## src/rtl/axi4_lite_write_arbiter.sv

```systemverilog
// Round-robin arbiter that shares one AXI4-Lite write master between local requesters.
// One transaction is in flight at a time; out-of-range addresses complete locally with DECERR.
module axi4_lite_write_arbiter #(
  parameter int unsigned NO_OF_REQUESTERS = 4,
  parameter int unsigned ADDRESS_WIDTH    = 32,
  parameter int unsigned DATA_WIDTH       = 32,
  parameter logic [ADDRESS_WIDTH-1:0] MIN_ADDRESS = ADDRESS_WIDTH'(32'h0000_0001),
  parameter logic [ADDRESS_WIDTH-1:0] MAX_ADDRESS = ADDRESS_WIDTH'(32'h0000_00FF)
) (
  input  logic                                      aclk,
  input  logic                                      aresetn,
  input  logic [NO_OF_REQUESTERS-1:0]               req_valid,
  input  logic [NO_OF_REQUESTERS*ADDRESS_WIDTH-1:0] req_addr,
  input  logic [NO_OF_REQUESTERS*3-1:0]             req_prot,
  input  logic [NO_OF_REQUESTERS*DATA_WIDTH-1:0]    req_data,
  input  logic [NO_OF_REQUESTERS*DATA_WIDTH/8-1:0]  req_strb,
  output logic [NO_OF_REQUESTERS-1:0]               req_ready,
  output logic [NO_OF_REQUESTERS-1:0]               rsp_valid,
  output logic [1:0]                                rsp_bresp,
  output logic                                      awvalid,
  input  logic                                      awready,
  output logic [ADDRESS_WIDTH-1:0]                  awaddr,
  output logic [2:0]                                awprot,
  output logic                                      wvalid,
  input  logic                                      wready,
  output logic [DATA_WIDTH-1:0]                     wdata,
  output logic [DATA_WIDTH/8-1:0]                   wstrb,
  input  logic                                      bvalid,
  output logic                                      bready,
  input  logic [1:0]                                bresp,
  output logic                                      busy
);

  localparam int unsigned N  = NO_OF_REQUESTERS;
  localparam int unsigned AW = ADDRESS_WIDTH;
  localparam int unsigned DW = DATA_WIDTH;
  localparam int unsigned SW = DATA_WIDTH / 8;
  localparam int unsigned GW = (N > 1) ? $clog2(N) : 1;

  typedef enum logic [1:0] {IDLE, ADDR_DATA, RESP, DONE} state_t;

  state_t          state, state_d;
  logic [GW-1:0]   last_grant, last_grant_d;
  logic [GW-1:0]   cur, cur_d;
  logic            awvalid_d, wvalid_d, bready_d, busy_d;
  logic [AW-1:0]   awaddr_d;
  logic [2:0]      awprot_d;
  logic [DW-1:0]   wdata_d;
  logic [SW-1:0]   wstrb_d;
  logic [N-1:0]    rsp_valid_d;
  logic [1:0]      rsp_bresp_d;

  logic [GW-1:0]   grant, idx;
  logic            grant_found;
  logic [N-1:0]    grant_oh;
  logic [AW-1:0]   sel_addr;
  logic [2:0]      sel_prot;
  logic [DW-1:0]   sel_data;
  logic [SW-1:0]   sel_strb;
  logic            in_range;

  // Circular search for the first pending requester after the last winner
  always_comb begin
    grant       = '0;
    grant_found = 1'b0;
    idx         = '0;
    for (int unsigned k = 0; k < N; k++) begin
      idx = GW'((32'(last_grant) + 32'd1 + k) % N);
      if (!grant_found && req_valid[idx]) begin
        grant       = idx;
        grant_found = 1'b1;
      end
    end
  end

  assign grant_oh  = grant_found ? (N'(1) << grant) : '0;
  assign req_ready = (state == IDLE) ? grant_oh : '0;

  assign sel_addr = req_addr[32'(grant)*AW +: AW];
  assign sel_prot = req_prot[32'(grant)*3 +: 3];
  assign sel_data = req_data[32'(grant)*DW +: DW];
  assign sel_strb = req_strb[32'(grant)*SW +: SW];
  assign in_range = !(sel_addr < MIN_ADDRESS) && !(sel_addr > MAX_ADDRESS);

  // Next-state and next-output logic; every output is taken from a flop
  always_comb begin
    state_d      = state;
    last_grant_d = last_grant;
    cur_d        = cur;
    awvalid_d    = awvalid;
    wvalid_d     = wvalid;
    bready_d     = bready;
    awaddr_d     = awaddr;
    awprot_d     = awprot;
    wdata_d      = wdata;
    wstrb_d      = wstrb;
    rsp_bresp_d  = rsp_bresp;
    rsp_valid_d  = '0;
    busy_d       = 1'b0;

    case (state)
      IDLE: begin
        if (grant_found) begin
          last_grant_d = grant;
          cur_d        = grant;
          if (in_range) begin
            state_d   = ADDR_DATA;
            awvalid_d = 1'b1;
            wvalid_d  = 1'b1;
            awaddr_d  = sel_addr;
            awprot_d  = sel_prot;
            wdata_d   = sel_data;
            wstrb_d   = sel_strb;
          end else begin
            state_d     = DONE;
            rsp_bresp_d = 2'b11;
          end
        end
      end
      ADDR_DATA: begin
        awvalid_d = awvalid & ~awready;
        wvalid_d  = wvalid & ~wready;
        if (!awvalid_d && !wvalid_d) begin
          state_d  = RESP;
          bready_d = 1'b1;
        end
      end
      RESP: begin
        if (bvalid && bready) begin
          state_d     = DONE;
          bready_d    = 1'b0;
          rsp_bresp_d = bresp;
        end
      end
      DONE: begin
        state_d = IDLE;
      end
      default: begin
        state_d = IDLE;
      end
    endcase

    if (state_d == DONE) begin
      rsp_valid_d = N'(1) << cur_d;
    end
    busy_d = (state_d != IDLE);
  end

  always_ff @(posedge aclk or negedge aresetn) begin
    if (!aresetn) begin
      state      <= IDLE;
      last_grant <= GW'(N - 1);
      cur        <= '0;
      awvalid    <= 1'b0;
      wvalid     <= 1'b0;
      bready     <= 1'b0;
      awaddr     <= '0;
      awprot     <= '0;
      wdata      <= '0;
      wstrb      <= '0;
      rsp_valid  <= '0;
      rsp_bresp  <= 2'b00;
      busy       <= 1'b0;
    end else begin
      state      <= state_d;
      last_grant <= last_grant_d;
      cur        <= cur_d;
      awvalid    <= awvalid_d;
      wvalid     <= wvalid_d;
      bready     <= bready_d;
      awaddr     <= awaddr_d;
      awprot     <= awprot_d;
      wdata      <= wdata_d;
      wstrb      <= wstrb_d;
      rsp_valid  <= rsp_valid_d;
      rsp_bresp  <= rsp_bresp_d;
      busy       <= busy_d;
    end
  end

endmodule
```

## config.mk

```make
export PLATFORM = sky130hd
export DESIGN_NAME = axi4_lite_write_arbiter
export DESIGN_NICKNAME = d
export VERILOG_FILES = /design/src/rtl/axi4_lite_write_arbiter.sv
export SDC_FILE = /design/constraint.sdc
export NUM_CORES = 1
export LEC_CHECK = 0
export CAP_MARGIN = 20
export CORE_AREA = 5 5 144 146
export CTS_CLUSTER_SIZE = 28
export DETAILED_ROUTE_END_ITERATION = 8
export DIE_AREA = 0 0 149 151
export GPL_ROUTABILITY_DRIVEN = 0
export HOLD_SLACK_MARGIN = 0.1
export PLACE_DENSITY_LB_ADDON = 0.25
export SLEW_MARGIN = 20
export SYNTH_ARGS = -nofsm -noshare
export SYNTH_HDL_FRONTEND = slang
export SYNTH_SLANG_ARGS = --single-unit
```

## constraint.sdc

```tcl
create_clock -name aclk -period 3.13 [get_ports aclk]
set_input_delay 0.4695 -clock aclk [delete_from_list [all_inputs] [get_ports aclk]]
set_output_delay 0.4695 -clock aclk [all_outputs]
set_load 0.005 [all_outputs]
```

* Word level (Yosys, flattened, before mapping)
Index checks and enable logic that the tools add are counted.
Operators by class: $lt $le $gt $ge 6, shifts and indexed selects 6, mux-type cells 37, multipliers 1, equality and inequality tests 9, add/subtract/negate cells 4, reduce and logical (&&, ||, !) cells 23, bitwise operators 4
Operators by type and width (number):
- $shiftx 128x8->32 | 2
- $gt 32x8->1 const B | 1
- $lt 32x1->1 const B | 1
- $mux 2 | 13
- $shiftx 16x5->4 | 1
- $lt 2x3->1 const B | 4
- $mux 1 | 12
- $mux 4 | 3
- $shiftx 12x5->3 | 1
- $ne 2x2->1 const B | 5
- $reduce_and 3->1 | 3
- $bmux 1 s2 | 4
- $pmux 2 s4 | 1
- $reduce_bool 2->1 | 4
- $shl 1x2->4 const A | 2
- $logic_not 1->1 | 7
- $eq 2x2->1 const B | 3
- $logic_and 1x1->1 | 6
- $pmux 1 s2 | 3
- $add 2x1->2 const B | 2
- $add 2x2->2 const B | 2
- $mul 2x2->4 const B | 1
- $pmux 2 s2 | 1
- $reduce_and 4->1 | 1
- 5 further kinds | 7
Word-level totals: bits of input ports 295, word-level logic and storage cells 103, output and inout bits 85, register bits 87

* Depth between registers and ports, before layout
depth in word-level cells 22, mapped depth 10, mapped depth without buffers 7

* Worst setup path after synthesis
Ideal clock, no wire load.
path type flip-flop to flip-flop, from reg last_grant[1], to reg awaddr[0], data arrival time 2.446 ns, path buffers 3, data required time 3.005 ns, library setup time 0.125 ns, clock period less this slack 2.571 ns, cell stages (with the launch flop) 11, setup slack 0.559 ns, cells stage by stage dfstp_2 -> inv_2 -> and3_1 -> or3_4 -> buf_6 -> a211o_1 -> a22oi_2 -> nand4b_1 -> buf_6 -> buf_6 -> mux2_4
Between the ends: cells in the longest elaborated chain, start to end 18, elaborated cells between the ends (all ways) 33, classes of those cells add/sub (4); order compare (2); shift (1); mux (16); reduce/logical (10)
Ends and longest elaborated chain:
- start: declaration | RTL line 43 | logic [GW-1:0] last_grant, last_grant_d;
- start signal: assignment | RTL line 152 | last_grant <= GW'(N - 1);
- start signal: assignment | RTL line 166 | last_grant <= last_grant_d;
- $add 2x1->2 (*) | RTL line 68 | idx = GW'((32'(last_grant) + 32'd1 + k) % N);
- parallel branches: the longest is 17 deep, another holds $add 2x1->2
- end signal: assignment | RTL line 171 | awaddr <= awaddr_d;
- end: declaration | RTL line 22 | output logic [ADDRESS_WIDTH-1:0] awaddr,
Every way passes the cells marked *. The select of a mux whose other input is x is not followed. A chain may end at the register's enable or synchronous reset.

* Worst setup path in the final report
from in req_valid[1], to out req_ready[1]
Between the ends: cells in the longest elaborated chain, start to end 15, elaborated cells between the ends (all ways) 25, classes of those cells shift (1); mux (18); reduce/logical (6)
Ends and longest elaborated chain:
- start: declaration | RTL line 12 | input logic [NO_OF_REQUESTERS-1:0] req_valid,
- $bmux 1 s2 | RTL line 69 | if (!grant_found && req_valid[idx]) begin
- $mux 1 (not written as such) | RTL line 69
- $mux 1 | RTL line 69
- $logic_not 1->1 | RTL line 69
- $logic_and 1x1->1 | RTL line 69
- $mux 1 | RTL line 69
- $logic_not 1->1 | RTL line 69
- $logic_and 1x1->1 | RTL line 69
- $mux 1 | RTL line 69
- $logic_not 1->1 | RTL line 69
- $logic_and 1x1->1 | RTL line 69
- $mux 2 | RTL line 69
- $shl 1x2->4 | RTL line 76 | assign grant_oh = grant_found ? (N'(1) << grant) : '0;
- $mux 4 (*) | RTL line 76
- $mux 4 (*) | RTL line 77 | assign req_ready = (state == IDLE) ? grant_oh : '0;
- end: declaration | RTL line 17 | output logic [NO_OF_REQUESTERS-1:0] req_ready,
Every way passes the cells marked *; elsewhere a longest branch is shown, timed or not. The select of a mux whose other input is x is not followed.

==> results.sh <==
export IMPL_period_minus_slack_ps=3020
export IMPL_grt_usage_pct=19.1
export IMPL_final_critical_path_setup_slack_ps=114
export IMPL_synth_distinct_cells=38
export IMPL_slowest_delay_ps=550
export IMPL_initial_core_util_pct=27.7
export IMPL_actual_slew_at_the_worst_max_slew_pin_ps=590
export IMPL_htreeDepth=3
export IMPL_remaining_drc_errors=0
export IMPL_period_share_pct=96.4
export IMPL_cts_hold_buffers=0
export IMPL_ys_warn_count=0
export IMPL_dp_worst_setup_slack_ps=10.3
export IMPL_crit_end="req_ready[1]"
export IMPL_place_hpwl_um=18300
export IMPL_syn_area_per_cell_um2=9.60
export IMPL_peakVddDrop_mv=0.443
export IMPL_sequential_cell_area_mm2=0.00218
export IMPL_port_buffers=379
export IMPL_synth_seq_area_share_pct=40.8
export IMPL_fin_setup_tns_ps=0
export IMPL_placedInstanceArea_mm2=0.00954
export IMPL_synth_edff_count=0
export IMPL_cts_buffers_inserted=9
export IMPL_core_area_mm2=0.0193
export IMPL_post_synth_inst_count=557
export IMPL_clock_fmax_ghz=0.332
export IMPL_cts_root_buffer_cell="clkbuf_16"
export IMPL_path_max_fanout=9
export IMPL_ioPinCount=380
export IMPL_viasPerCell=4.69
export IMPL_design_final_nets=1231
export IMPL_clock_sink_count=87
export IMPL_cp_num_buf_inv=4
export IMPL_endpoint_kind="output pin"
export IMPL_clkSlewWorstSetupHoldPaths_ps=70
export IMPL_grt_pass1_vias=5773
export IMPL_clock_path_buffers=2
export IMPL_insertion_delay_ps=350
export IMPL_buffers_inserted_during_post_cts_setup_optimization=0
export IMPL_critical_path_cell_list="clkdlybuf4s50_1 -> buf_4 -> nor2b_1 -> a21oi_1 -> o221a_4 -> buf_4 -> nor3_1 -> clkdlybuf4s50_1"
export IMPL_fillCellCount=1796
export IMPL_maxCapViolCount=0
export IMPL_finalClockSkew_ps=6.04
export IMPL_final_design_area_excluding_fillers_mm2=0.00990
export IMPL_timing_final_hold_violations=0
export IMPL_power_leakage_nw=4.31
export IMPL_worst_path_dominant_cell_family="buffers and inverters"
export IMPL_avgRoutedWirePerCell_um=18.9
export IMPL_critPathArrivalTime_ps=2550
export IMPL_asyncSetResetFlopFracSynth_pct=100
export IMPL_relSlewSlack_pct=60.7
export IMPL_antenna_left=0
export IMPL_cp_slowest_cell="clkdlybuf4s50_1"
export IMPL_critPathLaunch="req_valid[1]"
export IMPL_reg2reg_to="wdata[9]$_DFFE_PN0P_"
export IMPL_dpl_cell_count=1190
export IMPL_grt_antenna_before_repair=0
export IMPL_worstSetupStartpointType="input port"
export IMPL_floorplan_die_area_mm2=0.0225
export IMPL_p_per_area_mw_per_mm2=491
export IMPL_cp_data_required_time_ps=2660
export IMPL_worstRegToRegCells=8
export IMPL_grt_max_degree=88
export IMPL_regToRegSetupSlack_ps=390
export IMPL_rsz0062_at_grt="false"
export IMPL_detail_route_iter0_violations=167
export IMPL_postRouteWirelength_um=22900
export IMPL_floorplan_die_height_um=151
export IMPL_detailed_routing_iterations_pass_1=5
export IMPL_crit_cells=8
export IMPL_final_layout_size_suffix_gt1_share_pct=15.5
export IMPL_cts_tree="built"
export IMPL_syn_num_nets=852
export IMPL_global_route_wire_length_before_repair_um=33300
export IMPL_ys_dominant_reg_cell="dfrtp_1"
export IMPL_multiInputGateArea_mm2=0.00295
export IMPL_fin_cells=1207
export IMPL_cell_area_after_synthesis_mm2=0.00535
export IMPL_hold_class="input port to async pin"
export IMPL_run_status="finished clean"
export IMPL_globalRoute_totalOverflow=0
export IMPL_r2r_start="last_grant[1]$_DFFE_PN1P_"
export IMPL_critical_setup_path_class="input port to output pin"
export IMPL_die_x_um=149
export IMPL_report_final_slew_viol_count=0
export IMPL_num_rows=51
export IMPL_setup_violations_final=0
export IMPL_area_delta_synth_final_pct=85.1
export IMPL_ys_ff_latch=87
export IMPL_total_number_of_vias=5663
per-layer routing:
| layer | vias up | wire (µm) | GRT usage, % |
|---|---|---|---|
| li1 | 2730 | - | - |
| met1 | 2683 | 9460 | 23.8 |
| met2 | 218 | 11100 | 32.4 |
| met3 | 32 | 1830 | 5.51 |
| met4 | 0 | 490 | 5.72 |
| met5 | - | 0 | 0 |
synth_stat cells (all sizes together), types with 2 or more instances:
library cell	number	area share, %
buf	10	1.7
mux2i	12	2.2
or3	2	0.33
a21oi	6	0.56
o221ai	2	0.33
nor2	49	3.4
nand3	9	0.84
nor4b	2	0.33
nor4	33	3.9
dfstp	2	0.98
and2	24	2.8
nor3	3	0.37
a31oi	47	5.5
nand2b	2	0.23
clkbuf	27	1.9
inv	11	0.77
a2111oi	2	0.33
o21ai	5	0.47
a21o	2	0.28
dfrtp	85	40
mux2	94	23
a211o	2	0.33
nand2	116	8.1
where the power goes:
part	total, mW	internal, mW	switching, mW	leakage (nW)
logic	2.33	1.16	1.17	2.95
registers	1.26	1.21	0.0519	1.19
clock network	1.28	0.792	0.484	0.171
total	4.86	3.16	1.71	4.31
cell usage in the layout, fill, tap and decap left out, types with 3 or more instances in the layout:
master and instances:
nor2_1 49, nor4_1 33, inv_1 10, mux2_2 50, dfrtp_1 85, clkdlybuf4s50_1 377
clkbuf_16 9, mux2i_1 12, bufinv_16 3, buf_4 23, buf_12 4, inv_6 4
a21oi_1 6, mux2_4 44, nand3_1 9, nand2_1 116, o21ai_0 4, and2_1 24
a31oi_1 47
state kept, by name, summed over array words and instances (netlist names), 2 cells and up:
signal and flops:
cur 2, wdata 32, awaddr 32, state 2
rsp_valid 4, last_grant 2, rsp_bresp 2, wstrb 4
awprot 3
cells by family after synthesis:
logic type / after synthesis / synth area share (%)
AOI/OAI and AO/OA: 70 / 8.57
buffers and inverters: 48 / 4.35
DFF: 87 / 40.8
muxes: 106 / 25.1
and+or+nand+nor: 246 / 21.2
what timing repair did:
action	CTS	global route
hold endpoints to repair	0	0
gates resized for setup	0	3
setup endpoints to repair	0	2
stage by stage:
step | power [mW] | util (%) | hold slack, ps
after floorplan | 2.61 | - | 174
after global placement | 3.62 | 49.5 | 470
after detailed placement | 3.61 | 49.5 | 470
after CTS | 4.91 | 51.3 | 171
after global routing | 5.16 | 51.4 | 188
final | 4.86 | 51.4 | 136
area by class of cell:
type                            count  share of cell area [%]
Multi-Input combinational cell    422                    29.8
Sequential cell                    87                    22.0
Inverter                           11                   0.417
Antenna cell                        1                  0.0253
Clock buffer                        9                    2.28
Tap cell                          265                    3.35
Clock inverter                      7                    1.26
Timing Repair Buffer              405                    40.8
how the worst min path moves through the flow:
stage | from | end | cells after the start
final | aresetn | wdata[12]$_DFFE_PN0P_ | 2
after global routing | aresetn | wdata[12]$_DFFE_PN0P_ | 2
after CTS | aresetn | wdata[12]$_DFFE_PN0P_ | 2
after detailed placement | awaddr[23]$_DFFE_PN0P_ | awaddr[23]$_DFFE_PN0P_ | 1
after global placement | awaddr[12]$_DFFE_PN0P_ | awaddr[12]$_DFFE_PN0P_ | 1
after floorplan | aresetn | awaddr[0]$_DFFE_PN0P_ | 0
No activity file was read; power rests on OpenSTA's default activity.
